`src/rtl/kbd_cmd_decoder.sv`:
```
// PS/2 set-2 scan-code decoder for a two-player game: prefix FSM, per-player pending headings, start/escape strobes.
// Outputs are registered one cycle after the byte or tick. Define REVERSAL_BLOCK_EN to drop 180-degree turns at commit.
module kbd_cmd_decoder #(
  parameter logic [1:0] P1_DEFAULT_DIR = 2'b01,
  parameter logic [1:0] P2_DEFAULT_DIR = 2'b11
) (
  input  logic       clk,
  input  logic       reset,
  input  logic       scan_valid,
  input  logic [7:0] scan_code,
  input  logic       move_tick,
  input  logic       game_idle,
  output logic [1:0] p1_dir,
  output logic [1:0] p2_dir,
  output logic       p1_pending,
  output logic       p2_pending,
  output logic       start_pulse,
  output logic       esc_pulse,
  output logic [7:0] last_code
);

  typedef enum logic [1:0] {S_IDLE, S_EXT, S_BRK, S_EXT_BRK} state_t;

  state_t     r_state;
  logic [1:0] r_p1_dir, r_p2_dir, r_p1_pend_dir, r_p2_pend_dir;
  logic       r_p1_pending, r_p2_pending;
  logic       r_space_held, r_esc_held, r_start_pulse, r_esc_pulse;
  logic [7:0] r_last_code;

  logic       w_is_e0, w_is_f0, w_prefix;
  logic       w_make_std, w_make_ext, w_brk_std;
  logic       w_p1_hit, w_p2_hit;
  logic [1:0] w_p1_new, w_p2_new;
  logic       w_space_make, w_esc_make, w_space_brk, w_esc_brk;
  logic       w_p1_commit, w_p2_commit;

  assign w_is_e0    = (scan_code == 8'hE0);
  assign w_is_f0    = (scan_code == 8'hF0);
  assign w_prefix   = w_is_e0 | w_is_f0;
  assign w_make_std = scan_valid & (r_state == S_IDLE) & ~w_prefix;
  assign w_make_ext = scan_valid & (r_state == S_EXT) & ~w_prefix;
  assign w_brk_std  = scan_valid & (r_state == S_BRK) & ~w_prefix;

  assign w_space_make = w_make_std & (scan_code == 8'h29);
  assign w_esc_make   = w_make_std & (scan_code == 8'h76);
  assign w_space_brk  = w_brk_std & (scan_code == 8'h29);
  assign w_esc_brk    = w_brk_std & (scan_code == 8'h76);

  // Arrow keys only count behind E0; WASD only without it.
  always_comb begin
    w_p1_hit = 1'b0;
    w_p1_new = 2'b00;
    w_p2_hit = 1'b0;
    w_p2_new = 2'b00;
    if (w_make_std) begin
      case (scan_code)
        8'h1D: begin w_p1_hit = 1'b1; w_p1_new = 2'b00; end
        8'h23: begin w_p1_hit = 1'b1; w_p1_new = 2'b01; end
        8'h1B: begin w_p1_hit = 1'b1; w_p1_new = 2'b10; end
        8'h1C: begin w_p1_hit = 1'b1; w_p1_new = 2'b11; end
        default: ;
      endcase
    end
    if (w_make_ext) begin
      case (scan_code)
        8'h75: begin w_p2_hit = 1'b1; w_p2_new = 2'b00; end
        8'h74: begin w_p2_hit = 1'b1; w_p2_new = 2'b01; end
        8'h72: begin w_p2_hit = 1'b1; w_p2_new = 2'b10; end
        8'h6B: begin w_p2_hit = 1'b1; w_p2_new = 2'b11; end
        default: ;
      endcase
    end
  end

`ifdef REVERSAL_BLOCK_EN
  assign w_p1_commit = move_tick & r_p1_pending & ((r_p1_pend_dir ^ r_p1_dir) != 2'b10);
  assign w_p2_commit = move_tick & r_p2_pending & ((r_p2_pend_dir ^ r_p2_dir) != 2'b10);
`else
  assign w_p1_commit = move_tick & r_p1_pending;
  assign w_p2_commit = move_tick & r_p2_pending;
`endif

  always_ff @(posedge clk) begin
    if (reset) begin
      r_state       <= S_IDLE;
      r_p1_dir      <= P1_DEFAULT_DIR;
      r_p2_dir      <= P2_DEFAULT_DIR;
      r_p1_pend_dir <= 2'b00;
      r_p2_pend_dir <= 2'b00;
      r_p1_pending  <= 1'b0;
      r_p2_pending  <= 1'b0;
      r_space_held  <= 1'b0;
      r_esc_held    <= 1'b0;
      r_start_pulse <= 1'b0;
      r_esc_pulse   <= 1'b0;
      r_last_code   <= 8'h00;
    end else begin
      if (scan_valid) begin
        if (w_is_e0)
          r_state <= (r_state == S_EXT) ? S_IDLE : S_EXT;
        else if (w_is_f0)
          r_state <= (r_state == S_IDLE) ? S_BRK :
                     (r_state == S_EXT)  ? S_EXT_BRK : S_IDLE;
        else begin
          r_state     <= S_IDLE;
          r_last_code <= scan_code;
        end
      end

      // Held flags swallow typematic repeats until the matching break arrives.
      r_start_pulse <= w_space_make & ~r_space_held;
      r_esc_pulse   <= w_esc_make & ~r_esc_held;
      if (w_space_make)     r_space_held <= 1'b1;
      else if (w_space_brk) r_space_held <= 1'b0;
      if (w_esc_make)       r_esc_held <= 1'b1;
      else if (w_esc_brk)   r_esc_held <= 1'b0;

      if (game_idle) begin
        r_p1_dir     <= P1_DEFAULT_DIR;
        r_p2_dir     <= P2_DEFAULT_DIR;
        r_p1_pending <= 1'b0;
        r_p2_pending <= 1'b0;
      end else begin
        if (w_p1_commit) r_p1_dir <= r_p1_pend_dir;
        if (w_p2_commit) r_p2_dir <= r_p2_pend_dir;
        if (w_p1_hit) begin
          r_p1_pending  <= 1'b1;
          r_p1_pend_dir <= w_p1_new;
        end else if (move_tick) begin
          r_p1_pending <= 1'b0;
        end
        if (w_p2_hit) begin
          r_p2_pending  <= 1'b1;
          r_p2_pend_dir <= w_p2_new;
        end else if (move_tick) begin
          r_p2_pending <= 1'b0;
        end
      end
    end
  end

  assign p1_dir      = r_p1_dir;
  assign p2_dir      = r_p2_dir;
  assign p1_pending  = r_p1_pending;
  assign p2_pending  = r_p2_pending;
  assign start_pulse = r_start_pulse;
  assign esc_pulse   = r_esc_pulse;
  assign last_code   = r_last_code;

endmodule

```
`config.mk`:
```
export PLATFORM = sky130hd
export DESIGN_NAME = kbd_cmd_decoder
export DESIGN_NICKNAME = d
export VERILOG_FILES = /design/src/rtl/kbd_cmd_decoder.sv
export SDC_FILE = /design/constraint.sdc
export NUM_CORES = 1
export LEC_CHECK = 0
export BUFFER_PORTS_ARGS = -buffer_cell sky130_fd_sc_hd__buf_2
export CORE_ASPECT_RATIO = 0.75
export CORE_UTILIZATION = 40
export CTS_CLUSTER_SIZE = 30
export DETAILED_ROUTE_END_ITERATION = 8
export SLEW_MARGIN = 20
export SYNTH_ARGS = -nofsm -noshare
export SYNTH_HDL_FRONTEND = slang
export SYNTH_SLANG_ARGS = --single-unit
```
`constraint.sdc`:
```
create_clock -name clk -period 1.9 [get_ports clk]
set_input_delay 0 -clock clk [delete_from_list [all_inputs] [get_ports clk]]
set_output_delay 0 -clock clk [all_outputs]
set_load 0.1 [all_outputs]
```
==> results.cfg, run 1 <==
[cts]
insertion_delay_ps = 270
ctsRootBufferMaster = clkbuf_8
clk_pin_slew_ps = 90
cts_buffers = 3
htree_levels = 1
cts_sinks = 24
cts_tree = yes
cts_buffer_depth = 2

[yosys]
ys_ff_latch = 24
yosys.area.top_type_share_pct = 40.5
ys_seq_area_share_pct = 40.5
synthArstFlopShare_pct = 0
syn_nets = 147
syn-mean-instance-area_um2 = 8.85
synth_ff_type = dfxtp_1
synth.cell_area_um2 = 1190
yosysWarningCount = 0
synth_edf_count = 0
synth.largest_area_cell = dfxtp_1
synth.distinct_cells = 42
syn-instance-count = 134
synth_area_leaders = dfxtp_1, mux2i_1, nand2_1, a21oi_1, nand3_1

[run_status]
status = finished, final reports clean

[timing]
setup_violations = 0
max_freq_mhz = 588
tightest_slew_ps = 588
rsz0062_at_grt = no
maxSlewViolCount = 0
period_share_pct = 89.5
max-slew-margin-rel_pct = 60.8
layout_min_cycle_time_ps = 1700
worst_clock_skew_ps = 3.02
finalSetupTns_ps = 0
fin_ws_ps = 200
finalHoldViolCount = 0

[placement]
gp_congestion = 0.814
port-buffer-count = 28
place_ws_ps = 247
dp_hpwl_um = 1970
dp.cells = 192

[floorplan]
io_pins = 29
die_h_um = 49.2
rows = 16
coreArea_um2 = 2700
fp.dieArea_um2 = 3190
start_util_pct = 43.9
die_x_um = 64.9

[finish]
fin_nets = 175
area.growth.synth_to_final_pct = 19.4
drive_gt1_share_pct = 23.6
fillerInstances = 256
final_cell_count_no_fill = 197
diodes = 0

[pwr]
ir_drop_uv = 451
p_leak_uw = 0.000581
p_per_area_nw_per_um2 = 812

[global_routing]
grt_usage_pct = 18.8
overflow = 0
grt_max_degree = 19
grt_antenna_before_repair = 0
grt_pass1_wl_um = 4690
grt_pass1_vias = 997

[critical_path]
cp.arrival_ps = 1910
rrSetupSlack_ps = 200
critPathKind = reg2reg
path_max_fanout = 8
worstPathRequired_ps = 2110
max_stage_delay_ps = 460
worstPathCellList = nand2b_1, or4_1, a211oi_2, mux2i_1
crit_path_start_kind = flop
slowest_stage = dfxtp_1
end_kind = flop

[drt]
routedWlPerCell_um = 13.6
drc = 0
antenna_left = 0
via_per_inst = 5.41
route.vias.total = 1066
dr.pass1.iters = 4
drt_iter0_drc = 34
routed_wl_um = 2670

[min_path]
hp-class = in2reg

[flow_run]
maxCapViolations = 0
[through the flow]
| stage | hold slack (ps) | cell area (µm²) | total power (µW) | util (%) |
|---|---|---|---|---|
| 3_3_place_gp | 255 | 1340 | 706 | 49.4 |
| 4_1_cts | 19.1 | 1420 | 1160 | 52.4 |
| 2_1_floorplan | 79.3 | 1190 | 665 | - |
| 6_report | 21.9 | 1420 | 1150 | 52.4 |
| 5_1_grt | 39.5 | 1420 | 1200 | 52.4 |
| 3_5_place_dp | 250 | 1340 | 707 | 49.4 |
[routing by layer]
layer  GRT usage [%]  share of wire [%]  vias up
met5               0                  0        -
li1                -                  -      548
met1            27.6                 54      496
met3            5.61                4.1        2
met2            27.4                 42       20
met4            2.22               0.49        0
[worst max-delay path, delay by kind of cell, from the launching register on]
family	cells	cell delay, ps
compound gates	1	360
simple gates	2	600
mux	1	210
flops	1	460
[cell families (layout without fill, tap and decap cells)]
group	Yosys count	in the layout	share of synthesized area, %
compound gates	28	28	16.7
buf+inv	10	37	4.32
flops	24	24	40.5
mux	8	8	6.75
simple gates	64	64	31.8
[Yosys cell counts, types with 3 or more instances]
library cell	n
nor2_1	9
or4_1	4
inv_1	4
nand3b_1	3
a21oi_1	10
o21ai_0	4
nand3_1	7
dfxtp_1	24
nand2b_1	4
nand2_1	17
mux2i_1	8
[power breakdown]
| group | total (µW) | switching, µW | internal (µW) |
|---|---|---|---|
| Sequential | 518 | 4.86 | 513 |
| Clock | 451 | 169 | 282 |
| Combinational | 180 | 138 | 42.9 |
[worst paths after layout]
check | end | start | depth (start not counted)
max | r_p2_pend_dir[1] | r_state[0] | 4
min | last_code[1] | scan_valid | 3
max reg2reg | r_p2_pend_dir[1] | r_state[0] | 4
min reg2reg | esc_pulse | r_esc_held | 1
[layout by cell type, fill, tap and decap left out, drive strengths merged, types with 2 or more instances in the layout]
master and n:
nor4 2, nor2b 2, clkbuf 3, o31ai 2, nand2b 5, a21oi 10, nand3 7, nor2 9
nand2 17, inv 4, a41o 2, and4bb 2, nand3b 3, a2111o 2, mux2i 8, buf 28
or4 4, dfxtp 24, o21ai 4, o32ai 2
[repair_timing]
action                    4_1_cts  5_1_grt
setup buffers                   0        0
hold endpoints to repair        1        0
resized for setup               0        0
hold buffers                    1        0
[flip-flops by register name, summed over array words and instances (netlist names)]
register	flops
r_p2_pend_dir	2
p2_pending	1
r_esc_held	1
p1_pending	1
last_code	8
start_pulse	1
p2_dir	2
r_p1_pend_dir	2
esc_pulse	1
p1_dir	2
r_state	2
r_space_held	1
[layout make-up]
cell class	count	area [µm²]	area share [%]
inverter	4	15.0	1.06
tap	36	45.0	3.18
sequential	24	480	33.9
multi-input combinational	100	654	46.2
clock inverter	1	30.0	2.12
clock buffer	3	41.3	2.92
timing repair buffer	29	150	10.6
Note: power is estimated with default switching activity, not from simulation.
==> inputs of run 2 (changes only) <==
Settings changed: PLACE_DENSITY set to 0.67.
==> results.cfg, run 2 (synthesized netlist as in run 1, its figures left out) <==
[run_status]
status = finished, final reports clean

[global_routing]
grt_max_degree = 19
overflow = 0
grt_pass1_wl_um = 4620
grt_usage_pct = 18.4
grt_antenna_before_repair = 0
grt_pass1_vias = 994

[cts]
cts_sinks = 24
cts_buffer_depth = 2
htree_levels = 1
ctsRootBufferMaster = clkbuf_8
hold_buffers = 1
insertion_delay_ps = 270
cts_tree = yes
clk_pin_slew_ps = 80
cts_resized = 0
postCtsSetupBuffers = 0
cts_buffers = 3

[pwr]
ir_drop_uv = 352
switching_share_pct = 29.3
comb_power_share_pct = 17.2
p_per_area_nw_per_um2 = 748
p_clk_share_pct = 33.4
p_leak_uw = 0.000574
internal-power_uw = 741
power_frac_seq_pct = 49.4
p_switching_uw = 307

[finish]
largest_reg_flops = 8
fin_nets = 175
diodes = 0
final_common_cell = buf_2
drive_gt1_share_pct = 23.6
area.growth.synth_to_final_pct = 18.0
layout_common_cells = buf_2, dfxtp_1, nand2_1, a21oi_1, nor2_1

[timing]
maxSlewViolCount = 0
rsz0062_at_grt = no
fin_ws_ps = 197
finalHoldViolCount = 0
period_share_pct = 89.6
layout_min_cycle_time_ps = 1700
setup_violations = 0
worst_clock_skew_ps = 1.08
finalSetupTns_ps = 0
tightest_slew_ps = 573
max_freq_mhz = 587
max-slew-margin-rel_pct = 61.8

[drt]
routed_wl_um = 2730
via_per_inst = 5.49
dr.pass1.iters = 4
antenna_left = 0
routedWlPerCell_um = 13.9
drt_iter0_drc = 70
drc = 0
route.vias.total = 1081

[floorplan]
io_pins = 29
die_x_um = 64.9
start_util_pct = 43.9
coreArea_um2 = 2700
die_h_um = 49.2
rows = 16
fp.dieArea_um2 = 3190

[critical_path]
max_stage_delay_ps = 470
worstPathRequired_ps = 2100
worstPathBufferInverterCount = 0
crit_family = simple AND/OR/NAND/NOR gates
crit_path_start_kind = flop
slowest_stage = dfxtp_1
end_kind = flop
path_max_fanout = 8
critPathKind = reg2reg
cp.arrival_ps = 1900
worstPathCellList = nand2b_1, or4_1, a211oi_2, mux2i_1

[placement]
dp_hpwl_um = 1980
place_ws_ps = 229
port-buffer-count = 28
gp_congestion = 0.815

[flow_run]
maxCapViolations = 0

[min_path]
hp-class = in2reg
## run 2: power groups by stage
stage / Combinational, µW / Sequential (µW) / Clock (µW)
after global placement: 176 / 529 / 0
after CTS: 180 / 518 / 360
final: 180 / 517 / 350
after global routing: 193 / 519 / 384
after detailed placement: 179 / 529 / 0
after floorplan: 62.0 / 603 / 0
## run 2: layout make-up
cell class / count / area, µm²
tap: 36 / 45.0
multi-input combinational: 100 / 654
sequential: 24 / 480
inverter: 4 / 15.0
fill: 252 / 1300
timing repair buffer: 29 / 150
clock buffer: 4 / 55.1
## run 2: through the flow
step	util, %	instance area (µm²)	std cells	total power, µW	hold WS (ps)
after global routing	51.8	1400	197	1100	42.9
after floorplan	-	1190	134	665	79.3
final	51.8	1400	197	1050	34.7
after CTS	51.8	1400	197	1060	29.0
after detailed placement	49.4	1340	192	708	252
after global placement	49.4	1340	192	705	244
## run 2: final timing paths
| path | depth (start not counted) | to | from | slack, ps |
|---|---|---|---|---|
| worst min-delay path | 3 | last_code[1] | scan_code[1] | 30 |
| worst min register to register | 1 | start_pulse | r_space_held | 430 |
| worst max-delay path | 4 | r_p2_pend_dir[1] | r_state[0] | 200 |
| worst max register to register | 4 | r_p2_pend_dir[1] | r_state[0] | 200 |
## run 2: layer usage
metal  wire (µm)  track usage (%)  vias up
met5           0                0        -
met4           4             4.07        0
met3         102             5.84        2
met2        1210             27.4       16
met1        1420             25.7      516
li1            -                -      547
## run 2: worst min-delay path: stages
cell and delay (ps):
buf_2 140, nand2_1 70, a21oi_1 50
